### config.mk
export PLATFORM = sky130hd
export DESIGN_NAME = tdc_hit_collector_flat
export DESIGN_NICKNAME = d
export VERILOG_FILES = /design/src/rtl/tdc_hit_collector_if.sv /design/src/rtl/tdc_hit_collector.sv /design/src/flat_wrapper.sv
export SDC_FILE = /design/constraint.sdc
export NUM_CORES = 1
export LEC_CHECK = 0
export CORE_UTILIZATION = 52
export DETAILED_ROUTE_END_ITERATION = 10
export PLACE_DENSITY = 0.74
export SLEW_MARGIN = 20
export SYNTH_ARGS = -nofsm -noshare
export SYNTH_HDL_FRONTEND = slang
export SYNTH_SLANG_ARGS = --single-unit
export TNS_END_PERCENT = 100
### constraint.sdc
create_clock -name clk40 -period 6.5 [get_ports clk40]
set_input_delay 1.3 -clock clk40 [delete_from_list [all_inputs] [get_ports clk40]]
set_output_delay 1.3 -clock clk40 [all_outputs]
set_load 0.02 [all_outputs]
### src/rtl/tdc_hit_collector_if.sv
// tdc_hit_collector_if: readout valid/ready handshake between the hit collector and the pixel readout
interface tdc_hit_collector_if;
  logic        outValid;
  logic        outReady;
  logic [41:0] outData;
  modport master (output outValid, output outData, input outReady);
  modport slave (input outValid, input outData, output outReady);
endinterface

### src/rtl/tdc_hit_collector.sv
// tdc_hit_collector: tags TDC hits with BCID and queues them in a FIFO for readout.
// Optional TOA acceptance window enabled by macro TDC_HIT_WINDOW_EN.
module tdc_hit_collector #(
  parameter int DEPTH    = 8,
  parameter int BCID_MAX = 3563
) (
  input  logic                    clk40,
  input  logic                    reset,
  input  logic                    hitFlag,
  input  logic [9:0]              TOA_codeReg,
  input  logic [8:0]              TOT_codeReg,
  input  logic [9:0]              Cal_codeReg,
  input  logic                    TOAerrorFlagReg,
  input  logic                    TOTerrorFlagReg,
  input  logic                    CalerrorFlagReg,
  input  logic [11:0]             bcidPreset,
  input  logic                    bcReset,
  input  logic [9:0]              winLow,
  input  logic [9:0]              winHigh,
  tdc_hit_collector_if.master     rd,
  output logic                    fifoFull,
  output logic                    fifoEmpty,
  output logic [15:0]             hitCount,
  output logic [15:0]             dropCount
);
  localparam int AW = $clog2(DEPTH);
  logic [11:0] bcid_q, bcid_d;
  logic [AW:0] wptr_q, wptr_d, rptr_q, rptr_d;
  logic [41:0] mem [DEPTH];
  logic [41:0] head_q, head_d, word;
  logic [15:0] hit_q, hit_d, drop_q, drop_d;
  logic        pass, pop, push, drop;
`ifdef TDC_HIT_WINDOW_EN
  assign pass = (TOA_codeReg >= winLow) && (TOA_codeReg <= winHigh);
`else
  logic unused_win;
  assign unused_win = ^{winLow, winHigh};
  assign pass = 1'b1;
`endif
  assign fifoEmpty    = wptr_q == rptr_q;
  assign fifoFull     = (wptr_q ^ rptr_q) == {1'b1, {AW{1'b0}}};
  assign rd.outValid  = ~fifoEmpty;
  assign rd.outData   = head_q;
  assign hitCount     = hit_q;
  assign dropCount    = drop_q;
  assign word = {bcid_q, TOAerrorFlagReg | TOTerrorFlagReg | CalerrorFlagReg,
                 Cal_codeReg, TOT_codeReg, TOA_codeReg};
  assign pop  = rd.outValid & rd.outReady;
  assign push = hitFlag & pass & (~fifoFull | pop);
  assign drop = hitFlag & pass & fifoFull & ~pop;
  always_comb begin
    bcid_d = bcReset ? bcidPreset : (bcid_q >= 12'(BCID_MAX)) ? 12'd0 : bcid_q + 12'd1;
    wptr_d = wptr_q + (AW+1)'(push);
    rptr_d = rptr_q + (AW+1)'(pop);
    // head register tracks the post-edge head; bypass when the new word lands straight at the head
    head_d = (wptr_d == rptr_d) ? head_q :
             (push && rptr_d == wptr_q) ? word : mem[rptr_d[AW-1:0]];
    hit_d  = hit_q + 16'(push && hit_q != 16'hFFFF);
    drop_d = drop_q + 16'(drop && drop_q != 16'hFFFF);
  end
  always_ff @(posedge clk40) begin
    if (reset) begin
      bcid_q <= '0;
      wptr_q <= '0;
      rptr_q <= '0;
      head_q <= '0;
      hit_q  <= '0;
      drop_q <= '0;
    end else begin
      bcid_q <= bcid_d;
      wptr_q <= wptr_d;
      rptr_q <= rptr_d;
      head_q <= head_d;
      hit_q  <= hit_d;
      drop_q <= drop_d;
    end
  end
  always_ff @(posedge clk40)
    if (push && !reset) mem[wptr_q[AW-1:0]] <= word;
endmodule
### src/flat_wrapper.sv
// flat-port wrapper written by rule: the top's interface ports become plain ports
module tdc_hit_collector_flat 
#(
  parameter int DEPTH    = 8,
  parameter int BCID_MAX = 3563
)
  (clk40, reset, hitFlag, TOA_codeReg, TOT_codeReg, Cal_codeReg, TOAerrorFlagReg, TOTerrorFlagReg, CalerrorFlagReg, bcidPreset, bcReset, winLow, winHigh, fifoFull, fifoEmpty, hitCount, dropCount, rd_outValid, rd_outData, rd_outReady);
  tdc_hit_collector_if rd_i ();
  input  logic clk40;
  input  logic reset;
  input  logic hitFlag;
  input  logic [9:0] TOA_codeReg;
  input  logic [8:0] TOT_codeReg;
  input  logic [9:0] Cal_codeReg;
  input  logic TOAerrorFlagReg;
  input  logic TOTerrorFlagReg;
  input  logic CalerrorFlagReg;
  input  logic [11:0] bcidPreset;
  input  logic bcReset;
  input  logic [9:0] winLow;
  input  logic [9:0] winHigh;
  output logic fifoFull;
  output logic fifoEmpty;
  output logic [15:0] hitCount;
  output logic [15:0] dropCount;
  output wire logic [$bits(rd_i.outValid)-1:0] rd_outValid;
  output wire logic [$bits(rd_i.outData)-1:0] rd_outData;
  input wire logic [$bits(rd_i.outReady)-1:0] rd_outReady;
  assign rd_outValid = rd_i.outValid;
  assign rd_outData = rd_i.outData;
  assign rd_i.outReady = rd_outReady;
  tdc_hit_collector #(.DEPTH(DEPTH), .BCID_MAX(BCID_MAX)) u_core (.clk40(clk40), .reset(reset), .hitFlag(hitFlag), .TOA_codeReg(TOA_codeReg), .TOT_codeReg(TOT_codeReg), .Cal_codeReg(Cal_codeReg), .TOAerrorFlagReg(TOAerrorFlagReg), .TOTerrorFlagReg(TOTerrorFlagReg), .CalerrorFlagReg(CalerrorFlagReg), .bcidPreset(bcidPreset), .bcReset(bcReset), .winLow(winLow), .winHigh(winHigh), .rd(rd_i), .fifoFull(fifoFull), .fifoEmpty(fifoEmpty), .hitCount(hitCount), .dropCount(dropCount));
endmodule
==> impl_metrics.ini, run 1 <==
[pwr]
power_frac_seq_pct = 43.4
power_density_nw_per_um2 = 368
p_sw_share_pct = 28.3
p_leak_nw = 6.59
clkPwrFrac_pct = 31.3
p_comb_share_pct = 25.3
internal_power_mw = 5.33
p_switching_mw = 2.11
vdd_drop_max_mv = 0.314

[cells_and_area]
fin_area_um2 = 20200
final_nets = 1276
drive_above_1_share_pct = 17.2
final_common_cell = edfxtp_1
fin_util_pct = 63.4
antenna_cells = 0
synthToLayoutAreaGrowth_pct = 18.7
fillers = 2304
mostFrequentLayoutCells = edfxtp_1, nand2_1, clkdlybuf4s50_1

[clocking]
postCtsHoldBufs = 0
cts_made_buffers = 43
htreeDepth = 2
cts_max_path_buffers = 3
cts_tree = yes
insertion_delay_ns = 0.55
cts_setup_buffers = 0
path_clk_slew_ns = 0.06
clockRootBuffer = clkbuf_16
postCtsResizedCells = 0
cts.sinks = 430

[setup_path]
crit_required_ns = 6.96
critPathKind = in2reg
cp.arrival_ns = 4.64
worst-path-max-fanout = 42
startpoint = rd_outReady
worstReg2RegStart = u_core.wptr_q[0]
cp-start-kind = input port
end_kind = flip-flop

[yosys]
synth_nets = 1152
synth.largest_area_cell = edfxtp_1
synthXorXnorAreaFrac_pct = 2.76
synth_area_per_cell_um2 = 15.9
netlist-cell-type-count = 38
synth_edf_count = 336
netlist_area_um2 = 17000
synthAdderAreaFrac_pct = 0.735
synth_top_family_by_area = multiplexers
ys_warn_count = 0
syn_inst = 1073
yosysSeqAreaShare_pct = 70.3
synth_ff_type = edfxtp_1
synthMuxAreaShare_pct = 11.1
synthSimpleGateAreaFrac_pct = 8.84
yosysTopAreaCellShare_pct = 59.3
yosys_register_bits = 430
synth_area_leaders = edfxtp_1, mux4_2, dfxtp_1
synth_compound_area_share_pct = 4.29
ys_async_sr_fraction_pct = 0

[timing]
worst_pin_slew_ns = 1.08
fin_setup_tns_ns = 0
fin_skew_ns = 0.0247
max-slew-margin-rel_pct = 27.7
holdWs_ns = 0.452
timing.final.crit_share_pct = 64.4
finalSetupViolations = 0
maxSlewViolCount = 0
hold_viol_final = 0
layout_min_cycle_time_ns = 4.19
rsz0062_at_grt = no
timing.fmax_mhz = 239

[outcome]
status = completed

[global_routing]
met1_usage_pct = 29.8
antenna_found_initial = 0
grt_util_met3_pct = 3.38
grt-ovfl-total = 0
grt_max_degree = 59
grt_pass1_vias = 9863
grt_util_met2_pct = 38.0
grt_use_total_pct = 22.4
grt_first_pass_wirelength_um = 56400
busiest_layer = met2

[placed_design]
port_buffers = 125
place_area_um2 = 18900
hpwl_um = 19500
routabilityCongestion = 0.766

[run]
maxCapViolations = 0

[routing]
firstDrtPassIters = 5
postRouteWirelength_um = 36400
drtIter0Drc = 934
postRouteAntennaNets = 0
drc_errors = 0
wl_per_cell_um = 21.9
via_per_inst = 5.81
route.vias.total = 9691

[floorplan]
core-area_um2 = 31900
fp.dieH_um = 183
pin_count = 146
die_area_um2 = 33500
dieWidth_um = 183
rows = 65
start_util_pct = 53.4

[min_path]
min-delay-start = u_core.rd.outData[14]
worstHoldPathType = reg2reg
-- cells in the mapped netlist (9+ instances only) --
master    instances
edfxtp_1        336
nand2_1         146
dfxtp_1          94
mux4_2           84
a21oi_1          60
nor2_1           47
nand3_1          43
clkbuf_1         36
o211ai_1         30
xor2_1           27
xnor2_1          22
buf_2            20
nand3_2          20
nor3_1           14
o211ai_2         12
ha_1             10
nand4_1           9
-- layer usage --
layer | vias to the layer above | share of wire, % | routed length [um]
met1 | 4956 | 42 | 15200
met5 | - | 0 | 0
met4 | 0 | 2.0 | 716
met3 | 59 | 5.5 | 1990
met2 | 333 | 51 | 18500
li1 | 4343 | - | -
-- logic make-up (layout without fill, tap and decap cells) --
logic type | count (synthesis) | after routing
compound gates | 111 | 111
buf+inv | 72 | 231
mux | 84 | 84
simple gates | 315 | 315
xor+xnor | 51 | 51
flops | 430 | 430
fa+ha+maj | 10 | 10
-- sequential cells by signal, indices dropped and copies added (netlist names) --
name               count
u_core.wptr_q          4
u_core.rptr_q          4
u_core.mem           336
u_core.hitCount       16
u_core.dropCount      16
u_core.rd.outData     42
u_core.bcid_q         12
-- critical path: stages --
cell,delay (ns)
clkdlybuf4s50_1,0.49
o21ai_1,0.61
inv_1,0.10
ha_1,0.22
ha_1,0.19
xnor2_1,0.22
xnor2_1,0.17
and4_2,0.98
nand2_1,0.12
a21oi_1,0.21
-- worst paths after layout --
kind / endpoint / slack (ns) / cells after the start
setup / recovery: u_core.rd.outData[11] / 2.31 / 10
hold / removal: u_core.rd.outData[14] / 0.45 / 2
hold reg to reg: u_core.rd.outData[14] / 0.45 / 2
setup reg to reg: u_core.rd.outData[11] / 2.45 / 11
-- area by class of cell --
cell class / instances / area, um2 / area share [%]
Sequential cell: 430 / 12000 / 59.2
Multi-Input combinational cell: 571 / 4860 / 24.0
Timing Repair Buffer: 146 / 1480 / 7.34
Clock buffer: 70 / 1260 / 6.25
Tap cell: 435 / 544 / 2.69
Clock inverter: 10 / 67.6 / 0.334
Inverter: 5 / 18.8 / 0.0929
-- power groups by stage --
stage	Clock [mW]	Combinational (mW)	Sequential, mW
after floorplan	0	1.16	3.41
after global routing	2.46	2.04	3.24
after global placement	0	1.87	3.28
final	2.33	1.88	3.23
after detailed placement	0	1.90	3.28
after CTS	2.36	1.91	3.23
-- through the flow --
step                worst slack (ns)  instances  power [mW]
floorplan                      0.181       1073        4.57
global placement                1.89       1584        5.15
detailed placement              1.77       1586        5.18
CTS                             2.29       1666        7.50
global route                    2.12       1667        7.74
finish                          2.31       1667        7.44
(Power assumes the default switching activity.)
==> run 2, diff against run 1 <==
--- a/config.mk
+++ b/config.mk
@@ -5,7 +5,7 @@
 export SDC_FILE = /design/constraint.sdc
 export NUM_CORES = 1
 export LEC_CHECK = 0
-export CORE_UTILIZATION = 52
+export CORE_UTILIZATION = 55
 export DETAILED_ROUTE_END_ITERATION = 10
 export PLACE_DENSITY = 0.74
 export SLEW_MARGIN = 20
==> constraint.sdc (replaced) <==
create_clock -name clk40 -period 4 [get_ports clk40]
set_input_delay 0.8 -clock clk40 [delete_from_list [all_inputs] [get_ports clk40]]
set_output_delay 0.8 -clock clk40 [all_outputs]
set_load 0.02 [all_outputs]
==> run 2 against run 1 <==
Sequential cell count is the same. Critical path depth grew 1. Clock power grew 78%. Cell count shrank 2.0%. First-iteration DRC count shrank 3.6%. Sequential share of layout area shrank 0.54 points. Clock skew shrank 0.0051 ns. Die area shrank 5.4%. Largest cell class unchanged. Highest routed layer unchanged.
==> impl_metrics.ini, run 2 (synthesized netlist as in run 1, its figures left out) <==
[routing]
postRouteAntennaNets = 0
wl_per_cell_um = 21.8
via_per_inst = 5.91
postRouteWirelength_um = 35600
drtIter0Drc = 900
route.vias.total = 9661
drc_errors = 0
firstDrtPassIters = 5

[clocking]
postCtsResizedCells = 0
cts_tree = yes
htreeDepth = 2
postCtsHoldBufs = 0
cts_made_buffers = 43
insertion_delay_ns = 0.55
cts_max_path_buffers = 3
path_clk_slew_ns = 0.06
cts.sinks = 430
clockRootBuffer = clkbuf_16
cts_setup_buffers = 0

[timing]
finalSetupViolations = 0
fin_skew_ns = 0.0196
worst_pin_slew_ns = 0.737
timing.fmax_mhz = 308
maxSlewViolCount = 0
fin_setup_tns_ns = 0
timing.final.crit_share_pct = 81.2
max-slew-margin-rel_pct = 50.7
rsz0062_at_grt = no
holdWs_ns = 0.451
fin_ws_ns = 0.754
layout_min_cycle_time_ns = 3.25
hold_viol_final = 0

[setup_path]
crit_top_cell = ha_4
crit_required_ns = 4.39
cp.arrival_ns = 3.64
crit_buf_inv = 1
critPathKind = reg2reg
worst-path-max-fanout = 84
cp-start-kind = flip-flop
cp_cell_sequence = xnor2_1, nand4_1, and2_1, ha_4, ha_4, xor3_1, nor3_1, o2111ai_4, buf_12, o211ai_2, a21oi_1
max_stage_delay_ns = 0.63
cp_top_family = simple AND/OR/NAND/NOR gates
end_kind = flip-flop
crit_slowest_cell = dfxtp_1

[global_routing]
grt_pass1_vias = 9533
antenna_found_initial = 0
grt_first_pass_wirelength_um = 54400
grt_use_total_pct = 23.1
grt-ovfl-total = 0
grt_max_degree = 85

[pwr]
power_density_nw_per_um2 = 613
p_leak_nw = 6.70
clkPwrFrac_pct = 33.1
p_switching_mw = 3.42
p_sw_share_pct = 27.4
p_comb_share_pct = 25.0
internal_power_mw = 9.07
power_frac_seq_pct = 41.9
vdd_drop_max_mv = 0.405

[floorplan]
core-area_um2 = 30500
rows = 64
die_area_um2 = 31700
fp.dieH_um = 178
start_util_pct = 55.8
dieWidth_um = 178
pin_count = 146

[outcome]
status = completed

[run]
maxCapViolations = 0

[cells_and_area]
mostFrequentLayoutCells = edfxtp_1, nand2_1, clkdlybuf4s50_1
fin_area_um2 = 20400
drive_above_1_share_pct = 18.2
synthToLayoutAreaGrowth_pct = 19.8
antenna_cells = 0
final_nets = 1283
largest_reg_flops = 336
final_common_cell = edfxtp_1
fin_util_pct = 66.8

[placed_design]
hpwl_um = 19000
place_ws_ns = 0.385
routabilityCongestion = 0.754
place_area_um2 = 18900
port_buffers = 125

[min_path]
worstHoldPathType = reg2reg
run 2: cell count changes in the layout (fill, tap and decap cells not counted), moves of 2 or more:
cell and delta:
buf_16 -2, buf_4 +3, buf_12 +6, bufinv_16 +6, clkbuf_1 -8, clkinv_2 +2
run 2: worst paths after layout:
path	endpoint	cells after the start	slack [ns]	from
worst max-delay path	u_core.rd.outData[28]	11	0.75	u_core.wptr_q[2]
worst min-delay path	u_core.rd.outData[29]	2	0.45	u_core.rd.outData[29]
worst max register to register	u_core.rd.outData[28]	11	0.75	u_core.wptr_q[2]
worst min register to register	u_core.rd.outData[29]	2	0.45	u_core.rd.outData[29]
run 2: final cells by class:
cell class,instances,area [um2]
Multi-Input combinational cell,571,4860
Clock buffer,60,1210
Timing Repair Buffer,153,1570
Inverter,5,18.8
Fill cell,2049,10100
Sequential cell,430,12000
Tap cell,396,495
Clock inverter,19,260
run 2: routing by layer:
layer	global-route usage, %	wire length, um	vias up
met3	3.58	2230	54
met5	0	0	-
met1	31.1	14800	4863
met2	39.1	18000	377
li1	-	-	4367
met4	6.37	660	0
run 2: worst min-delay path, cell delays in order (launching register included):
cell and delay, ns:
dfxtp_1 0.31, nand2_1 0.05, a21oi_1 0.05
run 2: through the flow:
| step | cells | power [mW] |
|---|---|---|
| finish | 1634 | 12.5 |
| global route | 1634 | 13.0 |
| CTS | 1634 | 12.6 |
| detailed placement | 1555 | 8.48 |
| global placement | 1555 | 8.43 |
| floorplan | 1073 | 7.42 |
run 2: power groups by stage:
stage	clock network (mW)	logic, mW	registers, mW
after floorplan	0	1.88	5.54
after global placement	0	3.11	5.32
after detailed placement	0	3.14	5.33
after CTS	4.19	3.16	5.24
after global routing	4.37	3.36	5.27
final	4.14	3.12	5.24
